File: src/rtl/ime_search_ctrl.sv
// Integer-pel full-search sequencer for the IME 4x4 cost stage: issues a raster of
// candidate MVs, delays their MV cost to line up with the SAD engine, keeps per-block minima.
module ime_search_ctrl #(
    parameter int SR       = 16,
    parameter int MV_W     = 8,
    parameter int LAMBDA_W = 8,
    parameter int MVC_W    = 16,
    parameter int COST_LEN = 16,
    parameter int BLK_NUM  = 16,
    parameter int SAD_LAT  = 2
) (
    input  logic                          clk,
    input  logic                          rstn,
    input  logic                          start_i,
    input  logic [MV_W-1:0]               pmv_x_i,
    input  logic [MV_W-1:0]               pmv_y_i,
    input  logic [LAMBDA_W-1:0]           lambda_i,
    input  logic                          cand_rdy_i,
    output logic                          cand_v_o,
    output logic [MV_W-1:0]               cand_mv_x_o,
    output logic [MV_W-1:0]               cand_mv_y_o,
    output logic [MVC_W-1:0]              mv_cost_o,
    output logic                          sad4x4_v_o,
    input  logic [BLK_NUM*COST_LEN-1:0]   cost4x4_i,
    output logic [BLK_NUM*COST_LEN-1:0]   best_cost_o,
    output logic [BLK_NUM*2*MV_W-1:0]     best_mv_o,
    output logic                          busy_o,
    output logic                          done_o
);

    typedef enum logic [1:0] {S_IDLE, S_SCAN, S_DRAIN, S_DONE} state_t;

    typedef struct packed {
        logic                v;
        logic [2*MV_W-1:0]   mv;
        logic [MVC_W-1:0]    cost;
    } pipe_t;

    localparam int PROD_W = LAMBDA_W + MV_W + 2;
    localparam int WIDE_W = (PROD_W > MVC_W) ? PROD_W : MVC_W;
    localparam int DCNT_W = $clog2(SAD_LAT + 1) + 1;
    localparam logic [MV_W-1:0] MV_LO = MV_W'(-SR);
    localparam logic [MV_W-1:0] MV_HI = MV_W'(SR - 1);

    state_t                 state_q, state_d;
    logic [MV_W-1:0]        x_q, x_d, y_q, y_d;
    logic [MV_W-1:0]        pmv_x_q, pmv_y_q;
    logic [LAMBDA_W-1:0]    lambda_q;
    logic [DCNT_W-1:0]      dcnt_q, dcnt_d;
    logic                   start_acc;
    logic                   hs;

    pipe_t                  pipe_q [SAD_LAT];
    logic                   cmp_v_q;
    logic [2*MV_W-1:0]      cmp_mv_q;

    logic [COST_LEN-1:0]    best_cost_q [BLK_NUM];
    logic [COST_LEN-1:0]    best_cost_d [BLK_NUM];
    logic [2*MV_W-1:0]      best_mv_q   [BLK_NUM];
    logic [2*MV_W-1:0]      best_mv_d   [BLK_NUM];

    logic [MV_W:0]          dx, dy, adx, ady;
    logic [MV_W+1:0]        dsum;
    logic [WIDE_W-1:0]      prod;
    logic [MVC_W-1:0]       mvc;

    assign hs = (state_q == S_SCAN) && cand_rdy_i;

    // NOTE: every always_comb assigns all its outputs a default first, so no path
    // leaves a signal unassigned and no latch can be inferred.
    always_comb begin
        state_d   = state_q;
        x_d       = x_q;
        y_d       = y_q;
        dcnt_d    = dcnt_q;
        start_acc = 1'b0;
        unique case (state_q)
            S_IDLE: begin
                if (start_i) begin
                    start_acc = 1'b1;
                    x_d       = MV_LO;
                    y_d       = MV_LO;
                    state_d   = S_SCAN;
                end
            end
            S_SCAN: begin
                dcnt_d = '0;
                if (cand_rdy_i) begin
                    if (x_q == MV_HI) begin
                        if (y_q == MV_HI) begin
                            state_d = S_DRAIN;
                        end else begin
                            x_d = MV_LO;
                            y_d = y_q + 1'b1;
                        end
                    end else begin
                        x_d = x_q + 1'b1;
                    end
                end
            end
            S_DRAIN: begin
                // Hold until the last issued candidate has reached the compare stage.
                if (dcnt_q == DCNT_W'(SAD_LAT)) state_d = S_DONE;
                else                             dcnt_d  = dcnt_q + 1'b1;
            end
            S_DONE:  state_d = S_IDLE;
            default: state_d = S_IDLE;
        endcase
    end

    // MV cost on the issued candidate: sign-extended differences, then saturate the product.
    always_comb begin
        dx   = {x_q[MV_W-1], x_q} - {pmv_x_q[MV_W-1], pmv_x_q};
        dy   = {y_q[MV_W-1], y_q} - {pmv_y_q[MV_W-1], pmv_y_q};
        adx  = dx[MV_W] ? (~dx + 1'b1) : dx;
        ady  = dy[MV_W] ? (~dy + 1'b1) : dy;
        dsum = {1'b0, adx} + {1'b0, ady};
        prod = WIDE_W'(lambda_q) * WIDE_W'(dsum);
        mvc  = prod[MVC_W-1:0];
        if (prod > WIDE_W'({MVC_W{1'b1}})) mvc = '1;
    end

    always_comb begin
        best_cost_d = best_cost_q;
        best_mv_d   = best_mv_q;
        for (int i = 0; i < BLK_NUM; i++) begin
            if (start_acc) begin
                best_cost_d[i] = '1;
                best_mv_d[i]   = '0;
            end else if (cmp_v_q && (cost4x4_i[i*COST_LEN +: COST_LEN] < best_cost_q[i])) begin
                // Strict less-than: a tie keeps the earlier raster candidate.
                best_cost_d[i] = cost4x4_i[i*COST_LEN +: COST_LEN];
                best_mv_d[i]   = cmp_mv_q;
            end
        end
    end

    // NOTE: sequential state is written only with non-blocking assignments so every
    // register samples its inputs from before the clock edge.
    always_ff @(posedge clk or negedge rstn) begin
        if (!rstn) begin
            state_q  <= S_IDLE;
            x_q      <= '0;
            y_q      <= '0;
            dcnt_q   <= '0;
            pmv_x_q  <= '0;
            pmv_y_q  <= '0;
            lambda_q <= '0;
        end else begin
            state_q <= state_d;
            x_q     <= x_d;
            y_q     <= y_d;
            dcnt_q  <= dcnt_d;
            if (start_acc) begin
                pmv_x_q  <= pmv_x_i;
                pmv_y_q  <= pmv_y_i;
                lambda_q <= lambda_i;
            end
        end
    end

    // The last pipe stage drives sad4x4_v_o/mv_cost_o; cmp_* mirrors the ime_cost4x4 register.
    always_ff @(posedge clk or negedge rstn) begin
        if (!rstn) begin
            for (int k = 0; k < SAD_LAT; k++) pipe_q[k] <= '0;
            cmp_v_q  <= 1'b0;
            cmp_mv_q <= '0;
        end else begin
            pipe_q[0] <= '{v: hs, mv: {y_q, x_q}, cost: mvc};
            for (int k = 1; k < SAD_LAT; k++) pipe_q[k] <= pipe_q[k-1];
            cmp_v_q  <= pipe_q[SAD_LAT-1].v;
            cmp_mv_q <= pipe_q[SAD_LAT-1].mv;
        end
    end

    // NOTE: the result arrays are reset like any other register because they drive
    // outputs directly and must read 0 out of reset.
    always_ff @(posedge clk or negedge rstn) begin
        if (!rstn) begin
            for (int i = 0; i < BLK_NUM; i++) begin
                best_cost_q[i] <= '0;
                best_mv_q[i]   <= '0;
            end
        end else begin
            best_cost_q <= best_cost_d;
            best_mv_q   <= best_mv_d;
        end
    end

    for (genvar g = 0; g < BLK_NUM; g++) begin : g_pack
        assign best_cost_o[g*COST_LEN +: COST_LEN] = best_cost_q[g];
        assign best_mv_o[g*2*MV_W +: 2*MV_W]       = best_mv_q[g];
    end

    assign cand_v_o    = (state_q == S_SCAN);
    assign cand_mv_x_o = x_q;
    assign cand_mv_y_o = y_q;
    assign sad4x4_v_o  = pipe_q[SAD_LAT-1].v;
    assign mv_cost_o   = pipe_q[SAD_LAT-1].cost;
    assign busy_o      = (state_q != S_IDLE);
    assign done_o      = (state_q == S_DONE);

endmodule

File: config.mk
export PLATFORM = sky130hd
export DESIGN_NAME = ime_search_ctrl
export DESIGN_NICKNAME = d
export VERILOG_FILES = /design/src/rtl/ime_search_ctrl.sv
export SDC_FILE = /design/constraint.sdc
export NUM_CORES = 1
export LEC_CHECK = 0
export CAP_MARGIN = 10
export CORE_AREA = 2 2 322 324
export DETAILED_ROUTE_END_ITERATION = 10
export DIE_AREA = 0 0 324 326
export DONT_BUFFER_PORTS = 1
export PLACE_DENSITY = 0.57
export SETUP_SLACK_MARGIN = 0.4
export SYNTH_ARGS = -nofsm -noshare
export SYNTH_HDL_FRONTEND = slang
export SYNTH_SLANG_ARGS = --single-unit
File: constraint.sdc
create_clock -name clk -period 20 [get_ports clk]
set_clock_uncertainty 0.1 [all_clocks]
set_input_delay 6 -clock clk [delete_from_list [all_inputs] [get_ports clk]]
set_output_delay 6 -clock clk [all_outputs]
set_load 0.02 [all_outputs]
; ---- Yosys cells after proc, flatten, opt, wreduce, memory -nomap -nowiden
; Index checks and enable logic that the tools add are counted.
[op_classes]
addsub = 8
mul = 1
order_cmp = 17
eq_ne = 14
n_mux = 86
bitwise_logic = 2
n_reduce_logical = 41
[ops]
columns = operator, n
row1 = two-way mux 16 bit, 65
row2 = less-than comparator 16 bit, 16
row3 = two-way mux 8 bit, 7
row4 = nonzero test 2 bit, 19
row5 = case mux 8 bit (2 select lines), 2
row6 = adder 9 x 1 -> 9 bit (second input constant), 2
row7 = greater-than comparator 18 x 16 -> 1 bit (second input constant), 1
row8 = multiplier 8 x 10 -> 18 bit, 1
row9 = two-way mux 9 bit, 2
row10 = NOT 9 bit, 2
row11 = subtractor 8 x 8 -> 9 bit, 2
row12 = logical AND 1 bit, 17
row13 = adder 8 x 1 -> 8 bit (second input constant), 2
row14 = equality test 8 x 4 -> 1 bit (second input constant), 2
row15 = adder 9 x 9 -> 10 bit, 1
row16 = two-way mux 2 bit, 5
row17 = != test 2 bit (second input constant), 5
row18 = AND reduction 5 bit, 2
row19 = case mux 2 bit (4 select lines), 1
row20 = case mux 3 bit (2 select lines), 1
row21 = equality test 2 bit (second input constant), 2
row22 = != test 2 x 1 -> 1 bit (second input constant), 2
row23 = AND reduction 4 bit, 1
row24 = adder 3 x 1 -> 3 bit (second input constant), 1
row25 = other kinds (7), 8
[word_totals]
ff_bits = 640
elab_cells = 216

; ---- Depth between registers and ports, before layout
; Gate-level depths: netlist of run 1.
[depth]
word_depth = 8
ltp_mapped = 32
depth_no_buf = 30

; ---- Worst setup path after synthesis of run 1
; OpenSTA, ideal clock, no wires.
[synth_path]
kind = input port to flip-flop
startpoint = input cost4x4_i[25]
endpoint = register best_cost_q, in the netlist best_cost_o[21]
arrival_time_ns = 7.823
path_slack_ns = 11.998
path_stages = 8
n_path_buf = 1
cell_sequence = ha_1 a21o_1 a21o_1 a21oi_1 o2111ai_1 a41oi_2 buf_2 mux2i_1
[synth_via]
elab_chain_len = 3
[synth_lines]
columns = element, line
row1 = start: declaration, 24  ; input logic [BLK_NUM*COST_LEN-1:0] cost4x4_i,
row2 = less-than comparator 16 bit, 130  ; end else if (cmp_v_q && (cost4x4_i[i*COST_LEN +: COST_LEN] < best_cost_q[i])) begin
row3 = logical AND 1 bit, 130
row4 = nonzero test 2 bit (no line), --
row5 = end signal: assignment, 185  ; best_cost_q <= best_cost_d;
row6 = end: declaration, 57  ; logic [COST_LEN-1:0] best_cost_q [BLK_NUM];
; Every way passes these cells.
; A chain may end at the register's enable or synchronous reset.

; ---- Worst setup path in the final report of run 1
[layout_path]
startpoint = register y_q[0] (netlist: cand_mv_y_o[0])
endpoint = register pipe_q[39] in the netlist's numbering
[layout_via]
elab_chain_len = 8
[layout_lines]
columns = element, line
row1 = start: declaration, 46  ; logic [MV_W-1:0] x_q, x_d, y_q, y_d;
row2 = start signal: assignment, 152  ; y_q <= y_d;
row3 = subtractor 8 x 8 -> 9 bit *, 114  ; dy = {y_q[MV_W-1], y_q} - {pmv_y_q[MV_W-1], pmv_y_q};
row4 = NOT 9 bit, 116  ; ady = dy[MV_W] ? (~dy + 1'b1) : dy;
row5 = adder 9 x 1 -> 9 bit, 116
row6 = two-way mux 9 bit *, 116
row7 = adder 9 x 9 -> 10 bit *, 117  ; dsum = {1'b0, adx} + {1'b0, ady};
row8 = multiplier 8 x 10 -> 18 bit *, 118  ; prod = WIDE_W'(lambda_q) * WIDE_W'(dsum);
row9 = greater-than comparator 18 x 16 -> 1 bit, 120  ; if (prod > WIDE_W'({MVC_W{1'b1}})) mvc = '1;
row10 = two-way mux 16 bit *, 120
row11 = named net mvc[6], 65  ; logic [MVC_W-1:0] mvc;
row12 = end: declaration, 53  ; pipe_t pipe_q [SAD_LAT];
; The timed path passes the listed nets; every way through them passes the cells marked *.

==> results.py, run 1 <==
metrics = {
    "floorplan": {
        "die_area_sq_um": 106000,
        "fp-row-count": 118,
        "core_area_sq_um": 103000,
        "ios": 832,
        "die_w_microns": 324,
        "initial_core_util_pct": 35.1,
        "die-height_microns": 326,
    },
    "job": {
        "drv_cap": 0,
    },
    "sta": {
        "hold_viol": 0,
        "slew_viol_final": 289,
        "finalWorstPathRequiredPeriod_ns": 8.95,
        "max_freq_ghz": 0.112,
        "setup_tns_ns": 0,
        "grt_setup_unrepaired": "false",
        "worst_pin_slew_ns": 1.68,
        "setup_viol": 0,
        "slew_headroom_pct": -12.0,
        "timing.hold.ws_ns": 0.241,
        "post-route-period-util_pct": 44.7,
    },
    "synthesis": {
        "yosysMostFrequentCell": "dfrtp_1",
        "yosysTopAreaCellShare_pct": 44.4,
        "async_flop_share_pct": 100,
        "synthSimpleGateAreaFrac_pct": 14.0,
        "synthTopCellsByArea": "dfrtp_1, mux2i_1, ha_1",
        "ys.warnings.count": 0,
        "yosys-mux-area-fraction_pct": 14.3,
        "yosys-top-cells-count": "dfrtp_1, nor2_1, mux2i_1",
        "postSynthCellCount": 3622,
        "syn_nets": 4271,
        "ys_seq_elements": 640,
        "yosysTopAreaCell": "dfrtp_1",
        "netlist_area_sq_um": 36100,
        "ys_seq_area_share_pct": 44.4,
        "synth-compound-area-share_pct": 6.65,
        "syn_area_per_cell_sq_um": 9.96,
        "synth_ff_type": "dfrtp_1",
        "synth_edf_count": 0,
        "synthAdderAreaFrac_pct": 13.7,
        "synth_cell_type_count": 56,
        "synth_xor_area_share_pct": 1.09,
        "synth_top_family_by_area": "multiplexers",
    },
    "global_route": {
        "grt_pass1_wl_mm": 169,
        "grt_pass1_vias": 24900,
        "antenna_found_initial": 6,
        "grt_use_total_pct": 21.5,
        "gr-total-overflow": 0,
        "grt_max_degree": 641,
    },
    "run_status": {
        "outcome": "finished, violations left",
        "violations": "slew limit",
    },
    "setup_path": {
        "crit_path_end_kind": "register",
        "start_kind": "register",
        "cp_max_fo": 16,
        "crit_top_cell": "fa_1",
        "path_class": "reg2reg",
        "cp.arrival_ns": 9.33,
        "max_stage_delay_ns": 0.59,
        "required_ns": 20.38,
        "cpMaxStageDelayCell": "o32a_1",
    },
    "detailed_routing": {
        "drcViolationCount": 0,
        "drt_pass1_iterations": 5,
        "viasPerCell": 5.08,
        "detail-route-antenna-nets": 0,
        "dr_total_vias": 25400,
        "dr.first_iter.drc_count": 1843,
        "wl_per_cell_microns": 23.3,
        "wirelength_mm": 116,
    },
    "final_layout": {
        "area_delta_synth_final_pct": 11.2,
        "finalInstanceArea_sq_um": 40100,
        "fillCellCount": 10100,
        "fin_nets": 4201,
        "drive_gt1_share_pct": 5.31,
    },
    "clock_network": {
        "clkSinkCount": 640,
        "cts_buffers": 77,
        "cts_root_buffer": "clkbuf_16",
        "clock_latency_ns": 0.65,
        "cts.hold.buffers_added": 0,
        "cts_buffer_depth": 3,
        "cts_tree": "built",
        "postCtsSetupRepairBufs": 0,
        "postCtsResizedCells": 0,
        "clkTransAtPathRegs_ns": 0.06,
        "htree_num_levels": 3,
    },
    "placement": {
        "io_buffers": 0,
        "dpl_cell_area_sq_um": 37300,
        "gp_congestion": 0.950,
        "dp_hpwl_mm": 88.8,
    },
    "min_path": {
        "min_path_type": "reg2reg",
    },
}
cell type report:
class	count	area, sq um	share of cell area [%]
Antenna cell	9	22.5	0.0562
Timing Repair Buffer	38	383	0.955
Clock inverter	36	526	1.31
Inverter	336	1260	3.15
Multi-Input combinational cell	2459	18000	44.9
Sequential cell	640	16000	39.9
Tap cell	1380	1730	4.31
Clock buffer	105	2160	5.39
registers in the layout, indices dropped and copies added, names as in the netlist:
| signal | count |
|---|---|
| best_cost_o | 256 |
| dcnt_q | 3 |
| pipe_q | 49 |
| best_mv_o | 256 |
| state_q | 2 |
| pmv_y_q | 8 |
| cand_mv_y_o | 8 |
| cmp_mv_q | 16 |
| cand_mv_x_o | 8 |
| pmv_x_q | 8 |
| lambda_q | 8 |
| sad4x4_v_o | 1 |
| cmp_v_q | 1 |
| mv_cost_o | 16 |
kinds of logic (layout without fill, tap and decap cells):
logic type,count (synthesis),after routing
and+or+nand+nor,1179,1179
DFF,640,640
buffers and inverters,523,515
muxes,516,516
adders and majority gates,365,365
AOI/OAI and AO/OA,354,354
xor gates and xnor gates,45,45
other,0,9
placed cells by master (no fill, tap or decap), types with 6 or more instances in the layout:
cell type / synthesis / routed
xor2_1: 26 / 26
and3b_1: 12 / 12
diode_2: 0 / 9
bufinv_16: 0 / 8
nand2b_1: 25 / 25
nor2b_1: 35 / 35
nand3b_1: 6 / 6
o2111ai_1: 15 / 15
dfrtp_1: 640 / 640
a21o_1: 69 / 69
nand2_1: 364 / 363
nand3_1: 33 / 33
inv_1: 336 / 336
nor2_1: 577 / 577
o21ai_0: 77 / 77
buf_4: 16 / 32
or3_1: 16 / 16
a21oi_1: 112 / 112
ha_1: 314 / 314
fa_1: 51 / 51
a41o_1: 15 / 15
clkbuf_1: 121 / 15
xnor2_1: 19 / 19
clkinv_2: 0 / 14
clkbuf_8: 0 / 13
a31oi_1: 6 / 6
mux2i_1: 515 / 515
nor3_1: 8 / 8
a41oi_2: 15 / 14
clkbuf_16: 0 / 77
nand4_1: 41 / 41
and2_1: 44 / 43
o211ai_1: 6 / 6
layer usage:
layer	share of wire [%]	global-route usage, %	vias to the layer above
met4	4.3	8.74	4
li1	-	-	11900
met5	0.028	0	-
met2	47	35.2	719
met3	9.9	8.64	201
met1	38	24.8	12600
metrics by stage:
stage          std cells  setup slack [ns]  utilization (%)
5_1_grt             5002             10.30             39.1
4_1_cts             4991             10.96             39.0
2_1_floorplan       3622             12.00                -
6_report            5003             11.05             39.1
3_3_place_gp        4850             11.16             36.4
3_5_place_dp        4850             11.00             36.4
critical path: cells and delay by family (launching register included):
family | cells | cell delay (ns)
multiplexers | 1 | 0.40
AND/OR/NAND/NOR | 2 | 0.36
AO/OA/AOI/OAI | 13 | 3.77
adder cells (fa/ha/maj) | 8 | 3.23
buffers and inverters | 4 | 0.36
flip-flops | 1 | 0.57
path summary, 6_finish.rpt:
kind,start,endpoint,slack (ns),depth (start not counted)
min in group asynchronous,rstn,best_cost_o[210]$_DFFE_PN0P_,4.95,0
setup reg to reg,cand_mv_y_o[0]$_DFFE_PN0P_,pipe_q[39]$_DFF_PN0_,11.05,28
setup / recovery,cand_mv_y_o[0]$_DFFE_PN0P_,pipe_q[39]$_DFF_PN0_,11.05,28
max in group asynchronous,rstn,best_mv_o[74]$_DFFE_PN0P_,12.43,2
hold / removal,pipe_q[25]$_DFF_PN0_,cmp_mv_q[9]$_DFF_PN0_,0.24,0
hold reg to reg,pipe_q[25]$_DFF_PN0_,cmp_mv_q[9]$_DFF_PN0_,0.24,0
Power of run 1 is not shown: default switching activity piles up to over one toggle a cycle in this logic, so the estimate is an artifact.
==> run 2, diff against run 1 <==
==> constraint.sdc (replaced) <==
create_clock -name clk -period 9 [get_ports clk]
set_clock_uncertainty 0.1 [all_clocks]
set_input_delay 2.7 -clock clk [delete_from_list [all_inputs] [get_ports clk]]
set_output_delay 2.7 -clock clk [all_outputs]
set_load 0.02 [all_outputs]
==> run 2 against run 1 <==
  * The run now ends clean
  * First-iteration DRC count is 6.7% lower
  * Flip-flop and latch count did not move
  * Hold slack hardly changed
  * Cell area about the same
  * Fmax increased by 10%
  * Routed wire length grew 1.3%
  * Critical path depth rose by 2
  * Global-route usage is 0.40 points higher
  * Final cell count about the same
  * Worst setup slack got worse by 10 ns
  * Utilization hardly changed
  * Critical path type unchanged
  * Highest routed layer unchanged
==> results.py, run 2 (synthesis gave the netlist of run 1 again) <==
metrics = {
    "run_status": {
        "outcome": "finished, final reports clean",
    },
    "floorplan": {
        "die-height_microns": 326,
        "core_area_sq_um": 103000,
        "ios": 832,
        "die_w_microns": 324,
        "fp-row-count": 118,
        "die_area_sq_um": 106000,
        "initial_core_util_pct": 35.1,
    },
    "detailed_routing": {
        "wirelength_mm": 118,
        "dr.first_iter.drc_count": 1719,
        "dr_total_vias": 25400,
        "drt_pass1_iterations": 6,
        "detail-route-antenna-nets": 0,
        "wl_per_cell_microns": 23.6,
        "drcViolationCount": 0,
        "viasPerCell": 5.08,
    },
    "placement": {
        "io_buffers": 0,
        "gp_congestion": 0.940,
        "dp_cells": 4858,
        "pre_cts_slack_ns": 0.450,
        "dp_hpwl_mm": 89.7,
    },
    "setup_path": {
        "r2r_slack_ns": 0.89,
        "cp.arrival_ns": 8.50,
        "crit_top_cell": "fa_1",
        "worstReg2RegStart": "cand_mv_y_o[0]$_DFFE_PN0P_",
        "rr_worst_depth": 30,
        "crit_path_end_kind": "register",
        "path_class": "reg2reg",
        "cp_max_fo": 8,
        "start_kind": "register",
        "r2r-end": "pipe_q[39]$_DFF_PN0_",
        "max_stage_delay_ns": 0.54,
        "required_ns": 9.39,
        "cpMaxStageDelayCell": "fa_1",
    },
    "final_layout": {
        "instances_no_fill": 5004,
        "final_common_cell": "dfrtp_1",
        "area_delta_synth_final_pct": 11.2,
        "fin_nets": 4209,
        "fillCellCount": 10100,
        "seqCellArea_sq_um": 16000,
        "multiInputGateArea_sq_um": 18000,
        "drive_gt1_share_pct": 5.80,
        "final_cell_mix": "dfrtp_1, nor2_1, mux2i_1",
    },
    "global_route": {
        "grt_max_degree": 641,
        "gr-total-overflow": 0,
        "antenna_found_initial": 3,
        "grt_pass1_wl_mm": 172,
        "grt_use_total_pct": 21.9,
        "grt_pass1_vias": 25000,
    },
    "clock_network": {
        "cts.hold.buffers_added": 0,
        "cts_tree": "built",
        "cts_buffers": 76,
        "postCtsSetupRepairBufs": 0,
        "cts_root_buffer": "clkbuf_16",
        "htree_num_levels": 3,
        "clkSinkCount": 640,
        "clock_latency_ns": 0.69,
        "clkTransAtPathRegs_ns": 0.06,
        "cts_buffer_depth": 3,
    },
    "sta": {
        "worst_pin_slew_ns": 1.30,
        "grt_setup_unrepaired": "true",
        "hold_viol": 0,
        "max_freq_ghz": 0.123,
        "timing.hold.ws_ns": 0.241,
        "setup_tns_ns": 0,
        "slew_headroom_pct": 13.4,
        "slew_viol_final": 0,
        "setup_viol": 0,
        "fin_ws_ns": 0.894,
        "post-route-period-util_pct": 90.1,
        "finalWorstPathRequiredPeriod_ns": 8.11,
    },
    "min_path": {
        "min_path_type": "reg2reg",
        "hold_depth": 0,
        "min_to": "cmp_mv_q[8]$_DFF_PN0_",
        "min_from": "pipe_q[24]$_DFF_PN0_",
    },
    "job": {
        "drv_cap": 0,
    },
}
[run 2: worst max-delay path by stage]
stage / cells past startpoint / from / endpoint / slack (ns)
6_report: 30 / cand_mv_y_o[0]$_DFFE_PN0P_ / pipe_q[39]$_DFF_PN0_ / 0.89
2_1_floorplan: 29 / cand_mv_y_o[0]$_DFFE_PN0P_ / pipe_q[33]$_DFF_PN0_ / 1.12
3_3_place_gp: 29 / cand_mv_x_o[0]$_DFFE_PN0P_ / pipe_q[47]$_DFF_PN0_ / 0.53
3_5_place_dp: 29 / cand_mv_x_o[0]$_DFFE_PN0P_ / pipe_q[39]$_DFF_PN0_ / 0.45
4_1_cts: 29 / cand_mv_x_o[0]$_DFFE_PN0P_ / pipe_q[39]$_DFF_PN0_ / 0.62
5_1_grt: 30 / cand_mv_y_o[0]$_DFFE_PN0P_ / pipe_q[47]$_DFF_PN0_ / 0.35
[run 2: what timing repair did]
item / 4_1_cts / 5_1_grt
cloned: 0 / 1
endpoints found under the setup margin: 2 / 16
pin swaps: 0 / 1
resized for setup: 1 / 9
[run 2: final cells by class]
cell class	count	area share, %
well taps	1380	4.31
multi-input cells	2460	45.0
repair buffers	46	1.10
diodes	2	0.0125
flip-flops and latches	640	39.9
clock buffers	109	5.58
inverters	336	3.15
clock inverters	31	0.930
[run 2: worst max-delay path, delay by kind of cell, from the launching register on]
| family | cells | cell delay (ns) |
|---|---|---|
| mux | 1 | 0.32 |
| compound gates | 12 | 2.72 |
| flops | 1 | 0.32 |
| buf+inv | 6 | 0.60 |
| simple gates | 3 | 0.55 |
| fa+ha+maj | 8 | 3.30 |
[run 2: metrics by stage]
step                cell area (sq um)  utilization, %
global placement                37400            36.4
floorplan                       36100               -
finish                          40100            39.1
CTS                             40000            39.0
global route                    40100            39.1
detailed placement              37400            36.4
[run 2: layer usage]
layer	share of wire (%)	GRT usage [%]	vias up	routed length, microns
met3	11	9.08	182	12400
li1	-	-	11900	-
met1	38	25.2	12600	44800
met5	0.022	0	-	26
met4	4.0	9.11	4	4730
met2	47	35.6	738	56000
Power of run 2 is left out for the same reason.
==> run 3, diff against run 2 <==
--- a/config.mk
+++ b/config.mk
@@ -10,8 +10,10 @@
 export DETAILED_ROUTE_END_ITERATION = 10
 export DIE_AREA = 0 0 324 326
 export DONT_BUFFER_PORTS = 1
+export HOLD_SLACK_MARGIN = 0.05
 export PLACE_DENSITY = 0.57
 export SETUP_SLACK_MARGIN = 0.4
+export SLEW_MARGIN = 20
 export SYNTH_ARGS = -nofsm -noshare
 export SYNTH_HDL_FRONTEND = slang
 export SYNTH_SLANG_ARGS = --single-unit
==> run 3 against run 2 <==
  * Register-to-register slack lost 0.02 ns
  * Fmax is 0.21% lower
  * First-iteration DRC count up 9.8%
  * Worst setup slack lost 0.017 ns
  * Critical path depth unchanged
  * Cell area barely moved
  * Critical path type unchanged
==> results.py, run 3 (synthesis gave the netlist of run 1 again) <==
metrics = {
    "setup_path": {
        "rr_worst_depth": 30,
        "start_kind": "register",
        "max_stage_delay_ns": 0.54,
        "critPathBufInv": 6,
        "worstReg2RegStart": "cand_mv_y_o[0]$_DFFE_PN0P_",
        "crit_path_end": "pipe_q[39]$_DFF_PN0_",
        "critical_path.top_delay_family": "adder cells",
        "crit_top_cell": "fa_1",
        "cpMaxStageDelayCell": "fa_1",
        "cp_max_fo": 8,
        "path_class": "reg2reg",
        "crit_path_end_kind": "register",
        "r2r-end": "pipe_q[39]$_DFF_PN0_",
        "r2r_slack_ns": 0.88,
        "crit_path_start": "cand_mv_y_o[0]$_DFFE_PN0P_",
        "worst-path-stages": 30,
        "required_ns": 9.39,
        "cp.arrival_ns": 8.51,
    },
    "global_route": {
        "gr-total-overflow": 0,
        "grt_max_degree": 641,
        "grt_pass1_wl_mm": 172,
        "grt_use_total_pct": 21.9,
        "grt_pass1_vias": 25000,
        "antenna_found_initial": 3,
    },
    "sta": {
        "grt_setup_unrepaired": "true",
        "setup_viol": 0,
        "max_freq_ghz": 0.123,
        "post-route-period-util_pct": 90.3,
        "setup_tns_ns": 0,
        "fin_ws_ns": 0.877,
        "slew_viol_final": 0,
        "finalWorstPathRequiredPeriod_ns": 8.12,
        "timing.hold.ws_ns": 0.242,
        "worst_pin_slew_ns": 1.30,
        "hold_viol": 0,
        "slew_headroom_pct": 13.1,
    },
    "detailed_routing": {
        "wl_per_cell_microns": 23.6,
        "drcViolationCount": 0,
        "dr_total_vias": 25400,
        "detail-route-antenna-nets": 0,
        "drt_pass1_iterations": 5,
        "wirelength_mm": 118,
        "dr.first_iter.drc_count": 1888,
        "viasPerCell": 5.08,
    },
    "floorplan": {
        "fp-row-count": 118,
        "die_area_sq_um": 106000,
        "core_area_sq_um": 103000,
        "die_w_microns": 324,
        "die-height_microns": 326,
        "ios": 832,
        "initial_core_util_pct": 35.1,
    },
    "final_layout": {
        "drive_gt1_share_pct": 5.82,
        "final_cell_mix": "dfrtp_1, nor2_1, mux2i_1",
        "final_common_cell": "dfrtp_1",
        "area_delta_synth_final_pct": 11.3,
        "fin_nets": 4210,
        "fin_util_pct": 39.1,
    },
    "clock_network": {
        "cts_buffers": 76,
        "cts_buffer_depth": 3,
        "cts_tree": "built",
        "clkTransAtPathRegs_ns": 0.06,
        "clkSinkCount": 640,
        "htree_num_levels": 3,
        "cts_root_buffer": "clkbuf_16",
        "postCtsSetupRepairBufs": 0,
        "clock_latency_ns": 0.68,
        "cts.hold.buffers_added": 0,
    },
    "run_status": {
        "outcome": "finished, final reports clean",
    },
    "placement": {
        "gp_congestion": 0.940,
        "io_buffers": 0,
        "dp_hpwl_mm": 89.7,
        "pre_cts_slack_ns": 0.450,
    },
    "min_path": {
        "hold_depth": 0,
        "min_path_type": "reg2reg",
    },
    "job": {
        "drv_cap": 0,
    },
}
## run 3: changes by cell type in the layout (fill, tap and decap cells not counted)
cell | previous run | this run
buf_16 | 3 | 4
diode_2 | 2 | 3
## run 3: stage by stage
| step | instance area, sq um | instances |
|---|---|---|
| finish | 40100 | 5006 |
| global route | 40100 | 5005 |
| CTS | 40000 | 4998 |
| detailed placement | 37400 | 4858 |
| global placement | 37400 | 4858 |
| floorplan | 36100 | 3622 |
## run 3: cell type report
class,instances,area (sq um)
flip-flops and latches,640,16000
clock inverters,31,373
clock buffers,109,2240
repair buffers,47,470
diodes,3,7.51
fillers,10100,62500
multi-input cells,2460,18000
inverters,336,1260
well taps,1380,1730
## run 3: metal layers
metal / GRT usage (%) / part of all wire, % / vias up
met2: 35.6 / 47 / 750
li1: - / - / 11900
met3: 9.08 / 11 / 174
met5: 0 / 0.022 / -
met4: 9.11 / 3.9 / 4
met1: 25.2 / 38 / 12600
## run 3: worst min-delay path by stage
stage                     slack [ns]                  from                     to
after floorplan                 0.23  pipe_q[16]$_DFF_PN0_  cmp_mv_q[0]$_DFF_PN0_
after global placement          0.23  pipe_q[58]$_DFF_PN0_   pipe_q[25]$_DFF_PN0_
after detailed placement        0.23  pipe_q[17]$_DFF_PN0_  cmp_mv_q[1]$_DFF_PN0_
after CTS                       0.25  pipe_q[23]$_DFF_PN0_  cmp_mv_q[7]$_DFF_PN0_
after global routing            0.25  pipe_q[24]$_DFF_PN0_  cmp_mv_q[8]$_DFF_PN0_
final                           0.24  pipe_q[24]$_DFF_PN0_  cmp_mv_q[8]$_DFF_PN0_
## run 3: what timing repair did
| item | CTS | global route |
|---|---|---|
| cloned | 0 | 1 |
| pin swaps | 0 | 1 |
| resized for setup | 1 | 9 |
| endpoints found under the setup margin | 2 | 16 |
## run 3: worst register-to-register path: cells and delay by family, from the launching register on
| kind | cells | cell delay [ns] |
|---|---|---|
| adder cells (fa/ha/maj) | 8 | 3.30 |
| AO/OA/AOI/OAI | 12 | 2.72 |
| buffers and inverters | 6 | 0.60 |
| AND/OR/NAND/NOR | 3 | 0.58 |
| flip-flops | 1 | 0.32 |
| multiplexers | 1 | 0.32 |
Power of run 3 is left out for the same reason.
